[src/rtl/control_pkg.sv]
// rtl/control_pkg.sv - shared types and constants for the class control-request engine
package control_pkg;

  typedef enum logic [2:0] {
    ST_IDLE     = 3'd0,
    ST_DECODE   = 3'd1,
    ST_EXEC_SET = 3'd2,
    ST_EXEC_GET = 3'd3,
    ST_DONE     = 3'd4
  } state_t;

  localparam logic [7:0]  DEF_SET_REQ     = 8'h03;
  localparam logic [7:0]  DEF_GET_REQ     = 8'h83;
  localparam logic [15:0] DEF_BLOCK_BYTES = 16'd12;

  localparam logic [1:0]  RT_TYPE_CLASS   = 2'b01;
  localparam logic [4:0]  RT_RCPT_IFACE   = 5'b00001;

  localparam int SETUP_RT_LSB  = 56;
  localparam int SETUP_REQ_LSB = 48;
  localparam int SETUP_VAL_LSB = 32;
  localparam int SETUP_IDX_LSB = 16;
  localparam int SETUP_LEN_LSB = 0;

  // Clamp a requested transfer length to the size of the parameter blocks.
  function automatic logic [15:0] clamp_len(input logic [15:0] len, input logic [15:0] lim);
    return (len > lim) ? lim : len;
  endfunction

  // Cycles busy stays high after the accepting edge, minus one.
  localparam logic [1:0] BUSY_HOLD = 2'd2;

endpackage

[src/rtl/control_setup_decode.sv]
// rtl/control_setup_decode.sv - classifies a captured SETUP packet and clamps its length
module control_setup_decode
  import control_pkg::*;
#(
  parameter logic [7:0]  SET_REQ     = DEF_SET_REQ,
  parameter logic [7:0]  GET_REQ     = DEF_GET_REQ,
  parameter logic [15:0] BLOCK_BYTES = DEF_BLOCK_BYTES
) (
  input  logic [63:0] i_setup,
  output logic        o_is_set,
  output logic        o_is_get,
  output logic [15:0] o_len_clamped
);

  logic [7:0]  w_rtype;
  logic [7:0]  w_breq;
  logic [15:0] w_wlen;
  logic        w_class_iface;
  logic        w_unused_fields;

  assign w_rtype = i_setup[SETUP_RT_LSB +: 8];
  assign w_breq  = i_setup[SETUP_REQ_LSB +: 8];
  assign w_wlen  = i_setup[SETUP_LEN_LSB +: 16];

  // wValue and wIndex carry no meaning for these requests.
  assign w_unused_fields = ^{i_setup[SETUP_VAL_LSB +: 16], i_setup[SETUP_IDX_LSB +: 16]};

  assign w_class_iface = (w_rtype[6:5] == RT_TYPE_CLASS) && (w_rtype[4:0] == RT_RCPT_IFACE);

  assign o_is_set      = w_class_iface && !w_rtype[7] && (w_breq == SET_REQ);
  assign o_is_get      = w_class_iface &&  w_rtype[7] && (w_breq == GET_REQ);
  assign o_len_clamped = clamp_len(w_wlen, BLOCK_BYTES);

endmodule

[src/rtl/control_block.sv]
// rtl/control_block.sv - class control-request engine: SETUP capture, SET/GET execution, storage
module control_block
  import control_pkg::*;
#(
  parameter logic [7:0]  SET_REQ     = DEF_SET_REQ,
  parameter logic [7:0]  GET_REQ     = DEF_GET_REQ,
  parameter logic [15:0] BLOCK_BYTES = DEF_BLOCK_BYTES
) (
  input  logic        clk,
  input  logic        rst,
  input  logic        enable,
  input  logic [63:0] data,
  input  logic [31:0] parameter_Block32,
  input  logic [63:0] parameter_Block64,
  output logic        busy,
  output logic [31:0] data_out32,
  output logic [63:0] data_out64,
  output logic [15:0] data_out16
);

  state_t      r_state;
  logic [63:0] r_setup;
  logic [31:0] r_stored32;
  logic [63:0] r_stored64;
  logic [1:0]  r_busy_cnt;

  logic        w_is_set;
  logic        w_is_get;
  logic [15:0] w_len_clamped;

  control_setup_decode #(
    .SET_REQ     (SET_REQ),
    .GET_REQ     (GET_REQ),
    .BLOCK_BYTES (BLOCK_BYTES)
  ) u_decode (
    .i_setup       (r_setup),
    .o_is_set      (w_is_set),
    .o_is_get      (w_is_get),
    .o_len_clamped (w_len_clamped)
  );

  // busy is a fixed three-cycle window per request so that unsupported
  // requests (which skip EXEC) present the same timing as valid ones; a new
  // request is only taken once the window has closed, giving one per 4 cycles.
  always_ff @(posedge clk) begin
    if (rst) begin
      r_state    <= ST_IDLE;
      r_setup    <= '0;
      r_stored32 <= '0;
      r_stored64 <= '0;
      r_busy_cnt <= '0;
      busy       <= 1'b0;
      data_out32 <= '0;
      data_out64 <= '0;
      data_out16 <= '0;
    end else begin
      if (busy) begin
        if (r_busy_cnt == 2'd0) begin
          busy <= 1'b0;
        end else begin
          r_busy_cnt <= r_busy_cnt - 2'd1;
        end
      end

      case (r_state)
        ST_IDLE: begin
          if (enable && !busy) begin
            r_setup    <= data;
            r_state    <= ST_DECODE;
            busy       <= 1'b1;
            r_busy_cnt <= BUSY_HOLD;
          end
        end
        ST_DECODE: begin
          if (w_is_set) begin
            r_state <= ST_EXEC_SET;
          end else if (w_is_get) begin
            r_state <= ST_EXEC_GET;
          end else begin
            r_state <= ST_DONE;
          end
        end
        ST_EXEC_SET: begin
          r_stored32 <= parameter_Block32;
          r_stored64 <= parameter_Block64;
          data_out16 <= w_len_clamped;
          r_state    <= ST_DONE;
        end
        ST_EXEC_GET: begin
          data_out32 <= r_stored32;
          data_out64 <= r_stored64;
          data_out16 <= w_len_clamped;
          r_state    <= ST_DONE;
        end
        ST_DONE: begin
          r_state <= ST_IDLE;
        end
        default: begin
          r_state <= ST_IDLE;
        end
      endcase
    end
  end

endmodule

[config.mk]
export PLATFORM = sky130hd
export DESIGN_NAME = control_block
export DESIGN_NICKNAME = d
export VERILOG_FILES = /design/src/rtl/control_pkg.sv /design/src/rtl/control_setup_decode.sv /design/src/rtl/control_block.sv
export SDC_FILE = /design/constraint.sdc
export NUM_CORES = 1
export LEC_CHECK = 0
export BUFFER_PORTS_ARGS = -buffer_cell sky130_fd_sc_hd__buf_2
export CORE_MARGIN = 2
export CORE_UTILIZATION = 57
export CTS_CLUSTER_SIZE = 30
export DETAILED_ROUTE_END_ITERATION = 8
export PLACE_DENSITY = 0.95
export SLEW_MARGIN = 5
export SYNTH_ARGS = -nofsm -noshare
export SYNTH_HDL_FRONTEND = slang
export SYNTH_HIERARCHICAL = 1
export SYNTH_SLANG_ARGS = --single-unit
export TNS_END_PERCENT = 1
[constraint.sdc]
create_clock -name clk -period 3.7 [get_ports clk]
set_clock_uncertainty 0.05 [all_clocks]
set_input_delay 0.74 -clock clk [delete_from_list [all_inputs] [get_ports clk]]
set_output_delay 0.74 -clock clk [all_outputs]
set_load 0.005 [all_outputs]
==> out/qor.yml, run 1 <==
final-setup-viol-count: 0
place_hpwl_um: 13700
drive_above_1_share_pct: 22.7
setup_repair_after_global_routing_missed_its_margin: "no"
endpoint_kind: "register"
rows: 46
gpl.final_weighted_congestion: 0.779
maximum_buffer_depth_of_the_clock_tree: 3
drt_first_pass_iters: 5
initial_core_utilization_pct: 57.7
post_cts_resize_count: 0
synth.avg_cell_area_sq_um: 8.23
finalMaxSlewViolations: 0
worst_r2r_endpoint: "data_out64[14]$_SDFFE_PP0N_"
hold_viol_final: 0
cts_setup_buffers: 0
period_needed_ns: 2.03
io-pin-count: 276
clock_tree.root_cell: "sky130_fd_sc_hd__clkbuf_16"
ant_nets: 0
grt_antenna_before_repair: 0
fp.coreArea_sq_um: 15800
area_growth_syn_to_layout_pct: 21.3
max-cap-violations: 0
grt.overflow.total: 0
worst_setup_path_startpoint: "r_state[0]$_SDFFE_PP0P_"
r2r-start: "r_state[0]$_SDFFE_PP0P_"
drt_first_iter_violations: 442
post_synth_inst_count: 1107
number_of_global_route_vias_before_repair: 7278
timing.max_slew.rel_slack_pct: 28.3
drc: 0
cts.hold.buffers_added: 0
fin_tns_setup_ns: 0
die_h_um: 130
worst_ep_arrival_time_ns: 2.40
worstSetupPathType: "register to register"
r2r.worst_path.cells: 4
placed_cell_area_sq_um: 10300
worst-slew-pin-transition_ns: 1.07
mappedNetlistArea_sq_um: 9110
cts_tree: "yes"
timing.critical_path.from_type: "register"
num-fill-cells: 1230
timing.final.crit_share_pct: 54.8
grt_pass1_wl_um: 33700
run_status: "complete, no violations"
layout.cell_area.non_filler_sq_um: 11000
grt.total_usage_pct: 23.9
holdCritPathClass: "register to register"
power.static_leakage_uw: 0.00436
wl_um: 21900
critical_path.endpoint: "data_out64[14]$_SDFFE_PP0N_"
critical_path_required_ns: 4.07
peakVddDrop_v: 0.000437
htree_levels: 1
fmaxAchievable_mhz: 494
highest_net_fanout_along_the_worst_path: 50
setup.reg_to_reg.worst_slack_ns: 1.67
wire_per_inst_um: 14.2
width_of_the_die_um: 130
power_per_cell_area_nw_per_um2: 481
cts_buffers: 25
yosysWarnings: 6
number_of_vias_per_cell: 5.16
dieArea_sq_um: 17000
maximum_number_of_pins_on_one_net_before_global_route_repair: 155
clk_latency_ns: 0.51
portBuffers: 243
cts_sinks: 246
nNetsFinal: 1463
clk_pin_slew_worst_paths_ns: 0.06
via_count: 7921
-- where the power goes --
group	total [uW]	internal (uW)	switching, uW
clock network	2380	1390	992
logic	233	115	118
registers	2700	2680	22.9
-- critical path, cell delays in order, from the launching register on --
cell,delay (ns)
sky130_fd_sc_hd__dfxtp_1,0.58
sky130_fd_sc_hd__and3b_4,0.72
sky130_fd_sc_hd__buf_12,0.31
sky130_fd_sc_hd__nand2_1,0.10
sky130_fd_sc_hd__a21oi_1,0.15
-- layout make-up --
class | instances | area (sq um) | area share, %
clock buffers | 39 | 748 | 6.77
flip-flops and latches | 246 | 4920 | 44.6
repair buffers | 254 | 1360 | 12.3
diodes | 2 | 5.00 | 0.0453
clock inverters | 6 | 40.0 | 0.363
well taps | 216 | 270 | 2.45
multi-input cells | 772 | 3700 | 33.5
inverters | 1 | 3.75 | 0.0340
-- worst min-delay path by stage --
stage | from | to | slack [ns] | depth (start not counted)
global route | parameter_Block32[11] | r_stored32[11]$_SDFFE_PP0N_ | 0.39 | 3
detailed placement | r_stored32[3]$_SDFFE_PP0N_ | data_out32[3]$_SDFFE_PP0N_ | 0.39 | 2
floorplan | r_stored32[0]$_SDFFE_PP0N_ | data_out32[0]$_SDFFE_PP0N_ | 0.38 | 2
finish | r_stored64[55]$_SDFFE_PP0N_ | data_out64[55]$_SDFFE_PP0N_ | 0.40 | 2
global placement | r_stored64[30]$_SDFFE_PP0N_ | data_out64[30]$_SDFFE_PP0N_ | 0.39 | 2
CTS | r_stored32[21]$_SDFFE_PP0N_ | data_out32[21]$_SDFFE_PP0N_ | 0.39 | 2
-- layer usage --
layer / part of all wire, % / track usage (%) / vias up
met3: 6.9 / 5.74 / 48
li1: - / - / 3939
met2: 50 / 42.6 / 263
met4: 2.8 / 8.39 / 0
met1: 40 / 28.2 / 3671
met5: 0 / 0 / -
-- per-stage QoR --
| stage | worst slack (ns) | total power, uW | hold WS [ns] | util (%) | cells |
|---|---|---|---|---|---|
| 2_1_floorplan | 1.96 | 2900 | 0.382 | - | 1118 |
| 3_3_place_gp | 1.66 | 2980 | 0.385 | 65.0 | 1489 |
| 3_5_place_dp | 1.63 | 2990 | 0.392 | 65.0 | 1489 |
| 4_1_cts | 1.68 | 5360 | 0.389 | 70.0 | 1534 |
| 5_1_grt | 1.54 | 5500 | 0.389 | 70.0 | 1534 |
| 6_report | 1.67 | 5320 | 0.397 | 70.0 | 1536 |
-- flip-flops by register name, summed over array words and instances, names as in the netlist --
signal / flops
r_state: 3
data_out64: 64
data_out32: 32
r_setup: 32
r_stored32: 32
r_stored64: 64
r_busy_cnt: 2
data_out16: 16
busy: 1
-- layout by cell type (no fill, tap or decap), drive strengths merged, types with 4 or more instances in the layout --
cell    instances
nor4            7
a21oi         211
o21ai           4
clkbuf         39
mux2i          32
buf           254
nand2b         66
dfxtp         246
conb           12
nand2         417
(Power assumes the default switching activity.)
==> run 2: changes to the inputs <==
CORE_UTILIZATION = 48   (was 57)
PLACE_DENSITY = 0.87   (was 0.95)
clock period = 1.8 ns   (was 3.7 ns; I/O delays follow)
==> run 2 against run 1 <==
Compared with the run above:
- the flow now finishes with violations (setup timing)
- die area up 18%
- design area is 1.6% higher
- cell count increased by 1.7%
- combinational power rose by 120%
- sequential share of layout area fell by 0.67 points
- register-to-register slack worse by 1.7 ns
- core utilization down 9.9 points
- worst setup slack got worse by 1.7 ns
- clock power is 100% higher
- maximum frequency is 13% higher
- global-route usage decreased by 3.2 points
- wire length shrank 0.17%
- largest cell class unchanged
- largest power group unchanged
==> out/qor.yml, run 2 (same netlist as run 1, synthesis figures left out) <==
p_total_uw: 10900
cts_tree: "yes"
clock_tree.root_cell: "sky130_fd_sc_hd__clkbuf_16"
number_of_global_route_vias_before_repair: 7547
wire_per_inst_um: 14.0
timing.max_slew.rel_slack_pct: 56.4
power.sequential.fraction_pct: 51.1
switchingPower_uw: 2310
maximum_number_of_pins_on_one_net_before_global_route_repair: 69
critical_path_required_ns: 2.13
hold_viol_final: 0
worstSetupPathType: "register to register"
holdCritPathClass: "primary input to register"
io-pin-count: 276
clk_pin_slew_worst_paths_ns: 0.06
drt_first_pass_iters: 5
drc: 0
comb_power_share_pct: 4.7
fmaxAchievable_mhz: 555
timing.critical_path.from_type: "register"
area_growth_syn_to_layout_pct: 23.2
final-setup-viol-count: 1
clock_power_share_pct: 44.2
layout.cell_area.non_filler_sq_um: 11200
top_regs: "data_out64: 64 flops, r_stored64: 64 flops"
width_of_the_die_um: 142
violations: "setup timing"
max-cap-violations: 0
layout.cells.most_common: "sky130_fd_sc_hd__nand2_1"
layout.cells.non_filler: 1562
nNetsFinal: 1472
grt.overflow.total: 0
clk_latency_ns: 0.51
rows: 50
peakVddDrop_v: 0.000655
htree_levels: 1
drt_first_iter_violations: 413
power.static_leakage_uw: 0.00443
via_count: 7961
grt.total_usage_pct: 20.7
ant_nets: 0
wl_um: 21800
cts_buffers: 25
finalMaxSlewViolations: 0
endpoint_kind: "register"
final_core_utilization_pct: 60.2
fp.coreArea_sq_um: 18600
worst_ep_arrival_time_ns: 2.13
r2r-start: "r_setup[60]$_SDFFE_PP0P_"
drive_above_1_share_pct: 23.4
die_h_um: 142
worst_setup_path_startpoint: "r_setup[60]$_SDFFE_PP0P_"
placed_cell_area_sq_um: 10400
maximum_buffer_depth_of_the_clock_tree: 3
grt_antenna_before_repair: 2
highest_net_fanout_along_the_worst_path: 3
period_needed_ns: 1.80
initial_core_utilization_pct: 48.8
dieArea_sq_um: 20100
swShare_pct: 21.2
power_per_cell_area_nw_per_um2: 968
leading_cell_types_in_the_layout_fill_and_taps_excluded: "sky130_fd_sc_hd__nand2_1, sky130_fd_sc_hd__dfxtp_1, sky130_fd_sc_hd__buf_2, sky130_fd_sc_hd__a21oi_1, sky130_fd_sc_hd__nand2b_1"
grt_pass1_wl_um: 34700
dpl.cell_count: 1516
cts_sinks: 246
number_of_vias_per_cell: 5.10
run_status: "complete, but fails checks"
place_hpwl_um: 13900
gpl.final_weighted_congestion: 0.794
min_from: "parameter_Block32[21]"
portBuffers: 243
intPower_uw: 8550
worst-slew-pin-transition_ns: 0.648
postLayoutSetupSlackWorst_ns: -0.000661
timing.final.crit_share_pct: 100
run 2: metrics by stage:
stage | hold slack [ns] | setup WS (ns) | TNS, ns
after floorplan | 0.382 | 0.149 | 0
after global placement | 0.385 | 0.0646 | 0
after detailed placement | 0.393 | 0.0595 | 0
after CTS | 0.0167 | 0.0301 | 0
after global routing | 0.0325 | -0.0526 | -0.0526
final | 0.0389 | -0.000661 | -0.000661
run 2: power groups by stage:
stage,Combinational (uW),Sequential [uW],Clock [uW]
global placement,481,5670,0
detailed placement,491,5670,0
global route,556,5560,5110
floorplan,313,5650,0
finish,509,5550,4800
CTS,497,5550,4900
run 2: per-layer routing:
layer	vias up	global-route usage, %	routed length, um
li1	3949	-	-
met1	3667	26.1	9180
met2	289	35.2	10600
met3	56	3.78	1370
met4	0	8.47	693
met5	-	0	0
run 2: critical path: stages, from the launching register on:
cell	delay, ns
sky130_fd_sc_hd__dfxtp_1	0.34
sky130_fd_sc_hd__or4_4	0.54
sky130_fd_sc_hd__nor4_4	0.34
sky130_fd_sc_hd__nand3b_1	0.15
sky130_fd_sc_hd__o21ai_1	0.08
sky130_fd_sc_hd__nor4b_2	0.18
run 2: what timing repair did:
item | 4_1_cts | 5_1_grt
hold buffers | 0 | 0
gates resized for setup | 0 | 8
endpoints found under the setup margin | 0 | 1
setup buffers | 0 | 0
run 2: layout make-up:
| class | count | area (sq um) |
|---|---|---|
| repair buffers | 263 | 1500 |
| multi-input cells | 772 | 3730 |
| diodes | 4 | 10.0 |
| fillers | 1577 | 7420 |
| clock buffers | 38 | 734 |
| inverters | 1 | 3.75 |
| flip-flops and latches | 246 | 4930 |
| well taps | 234 | 293 |
| clock inverters | 4 | 23.8 |
run 2: worst paths after layout:
path / endpoint / cells past startpoint / slack, ns
hold / removal: r_stored32[21]$_SDFFE_PP0N_ / 3 / 0.04
setup / recovery: r_state[0]$_SDFFE_PP0P_ / 5 / -0.0007
setup reg to reg: r_state[0]$_SDFFE_PP0P_ / 5 / -0.0007
hold reg to reg: data_out64[10]$_SDFFE_PP0N_ / 2 / 0.40
==> run 3: changes to the inputs <==
==> constraint.sdc (replaced) <==
create_clock -name clk -period 1.8 [get_ports clk]
set_clock_uncertainty 0.05 [all_clocks]
set_input_delay 0.18 -clock clk [delete_from_list [all_inputs] [get_ports clk]]
set_output_delay 0.18 -clock clk [all_outputs]
set_load 0.005 [all_outputs]
==> run 3 against run 2 <==
Compared with the run above:
- the flow still finishes with violations (setup timing)
- combinational power grew 48%
- clock power shrank 1%
- critical path depth grew 2
- sequential power is essentially flat
- first-iteration DRC count grew 54%
- worst hold slack gained 0.056 ns
- largest cell class unchanged
- design area grew 12%
- sequential share of layout area shrank 4.6 points
==> out/qor.yml, run 3 (same netlist as run 1, synthesis figures left out) <==
comb_power_share_pct: 6.8
timing.max_slew.rel_slack_pct: 59.9
layout.cells.most_common: "sky130_fd_sc_hd__nand2_1"
die_h_um: 142
number_of_global_route_vias_before_repair: 9080
final-setup-viol-count: 3
worstSetupPathType: "register to register"
min_to: "data_out32[22]$_SDFFE_PP0N_"
intPower_uw: 8570
min_from: "rst"
worst_r2r_endpoint: "r_state[2]$_SDFFE_PP0P_"
grt_use_met3_pct: 5.67
grt.overflow.total: 0
finalMaxSlewViolations: 0
cts_buffers: 25
p_total_uw: 11000
drt_first_pass_iters: 5
maximum_buffer_depth_of_the_clock_tree: 3
worst-slew-pin-transition_ns: 0.596
power_per_cell_area_nw_per_um2: 882
cts_tree: "yes"
period_needed_ns: 1.82
io-pin-count: 276
layout.cells.non_filler: 1690
num-fill-cells: 1330
clock_tree.root_cell: "sky130_fd_sc_hd__clkbuf_16"
leading_cell_types_in_the_layout_fill_and_taps_excluded: "sky130_fd_sc_hd__nand2_1, sky130_fd_sc_hd__dfxtp_1, sky130_fd_sc_hd__buf_2, sky130_fd_sc_hd__a21oi_1, sky130_fd_sc_hd__dlygate4sd3_1"
dpl.cell_count: 1515
worst_ep_arrival_time_ns: 2.14
drive_above_1_share_pct: 22.1
run_status: "complete, but fails checks"
number_of_vias_per_cell: 5.29
cts_sinks: 246
nNetsFinal: 1602
grt_antenna_before_repair: 1
clk_pin_slew_worst_paths_ns: 0.06
violations: "setup timing"
highest_net_fanout_along_the_worst_path: 3
met2_usage_pct: 48.1
grt_pass1_wl_um: 43100
critical_path_required_ns: 2.12
hold_viol_final: 0
r2r.worst_path.cells: 7
busiest_layer: "met2"
wire_per_inst_um: 16.4
global_route.usage.met1_pct: 28.0
via_count: 8939
r2r-start: "r_setup[60]$_SDFFE_PP0P_"
maximum_number_of_pins_on_one_net_before_global_route_repair: 90
timing.final.crit_share_pct: 101
place_hpwl_um: 13700
width_of_the_die_um: 142
wl_um: 27700
switchingPower_uw: 2470
peakVddDrop_v: 0.000623
fp.coreArea_sq_um: 18600
setup.reg_to_reg.worst_slack_ns: -0.02
power.static_leakage_uw: 0.00498
drt_first_iter_violations: 637
setup_repair_after_global_routing_missed_its_margin: "yes"
clk_latency_ns: 0.50
max-cap-violations: 0
top_regs: "data_out64: 64 flops, r_stored64: 64 flops"
swShare_pct: 22.4
htree_levels: 1
endpoint_kind: "register"
fin_tns_setup_ns: -0.0489
drc: 0
power.sequential.fraction_pct: 50.3
portBuffers: 243
holdCritPathClass: "primary input to register"
fmaxAchievable_mhz: 550
hold-path-cell-count: 2
rows: 50
dieArea_sq_um: 20100
timing.critical_path.from_type: "register"
grt.total_usage_pct: 26.4
postLayoutSetupSlackWorst_ns: -0.0192
area_growth_syn_to_layout_pct: 37.6
ant_nets: 0
gpl.final_weighted_congestion: 0.792
initial_core_utilization_pct: 48.8
clock_power_share_pct: 42.9
==> run 3: layer usage <==
metal / routed length, um / part of all wire [%] / up-vias
met3: 1950 / 7.0 / 140
met2: 14100 / 51 / 451
met5: 0 / 0 / -
met4: 1590 / 5.7 / 0
met1: 10100 / 36 / 4135
li1: - / - / 4213
==> run 3: how the worst max path moves through the flow <==
stage	from	cells past startpoint	to	slack (ns)
finish	r_setup[60]$_SDFFE_PP0P_	7	r_state[2]$_SDFFE_PP0P_	-0.02
global route	r_setup[59]$_SDFFE_PP0P_	6	r_state[0]$_SDFFE_PP0P_	-0.11
CTS	r_setup[50]$_SDFFE_PP0P_	5	r_state[0]$_SDFFE_PP0P_	0.02
detailed placement	r_setup[50]$_SDFFE_PP0P_	6	r_state[2]$_SDFFE_PP0P_	0.04
global placement	r_setup[50]$_SDFFE_PP0P_	6	r_state[2]$_SDFFE_PP0P_	0.09
floorplan	r_setup[50]$_SDFFE_PP0P_	5	r_state[0]$_SDFFE_PP0P_	0.15
==> run 3: area by class of cell <==
class / instances / area (sq um) / area share, %
Antenna cell: 1 / 2.50 / 0.0200
Timing Repair Buffer: 393 / 2820 / 22.5
Multi-Input combinational cell: 772 / 3740 / 29.9
Inverter: 1 / 3.75 / 0.0300
Sequential cell: 246 / 4930 / 39.3
Clock inverter: 12 / 68.8 / 0.549
Tap cell: 234 / 293 / 2.34
Clock buffer: 31 / 668 / 5.33
==> run 3: power by group through the flow <==
stage          clock network, uW  logic (uW)  registers (uW)
2_1_floorplan                  0         313            5650
3_3_place_gp                   0         478            5670
3_5_place_dp                   0         484            5670
4_1_cts                     4760         703            5550
5_1_grt                     5040         802            5560
6_report                    4740         751            5560
==> run 3: through the flow <==
| stage | worst slack (ns) | hold WS [ns] | area, sq um | utilization (%) |
|---|---|---|---|---|
| CTS | 0.0172 | 0.0676 | 12500 | 66.8 |
| global placement | 0.0866 | 0.371 | 10400 | 56.0 |
| floorplan | 0.149 | 0.266 | 9150 | - |
| detailed placement | 0.0373 | 0.377 | 10400 | 56.0 |
| finish | -0.0192 | 0.0944 | 12500 | 67.2 |
| global route | -0.109 | 0.116 | 12500 | 67.2 |
==> run 3: critical path: stages (launching register included) <==
cell	delay, ns
sky130_fd_sc_hd__dfxtp_1	0.33
sky130_fd_sc_hd__or4bb_4	0.53
sky130_fd_sc_hd__nor4_4	0.31
sky130_fd_sc_hd__buf_4	0.17
sky130_fd_sc_hd__buf_6	0.09
sky130_fd_sc_hd__nor2_2	0.02
sky130_fd_sc_hd__a21oi_1	0.11
sky130_fd_sc_hd__nor3_1	0.06
==> run 3: timing repair <==
| action | in CTS | in global routing |
|---|---|---|
| endpoints found under the setup margin | 0 | 5 |
| buffers inserted | 0 | 3 |
| hold buffers | 128 | 0 |
| hold endpoints to repair | 128 | 0 |
| resized for setup | 0 | 15 |
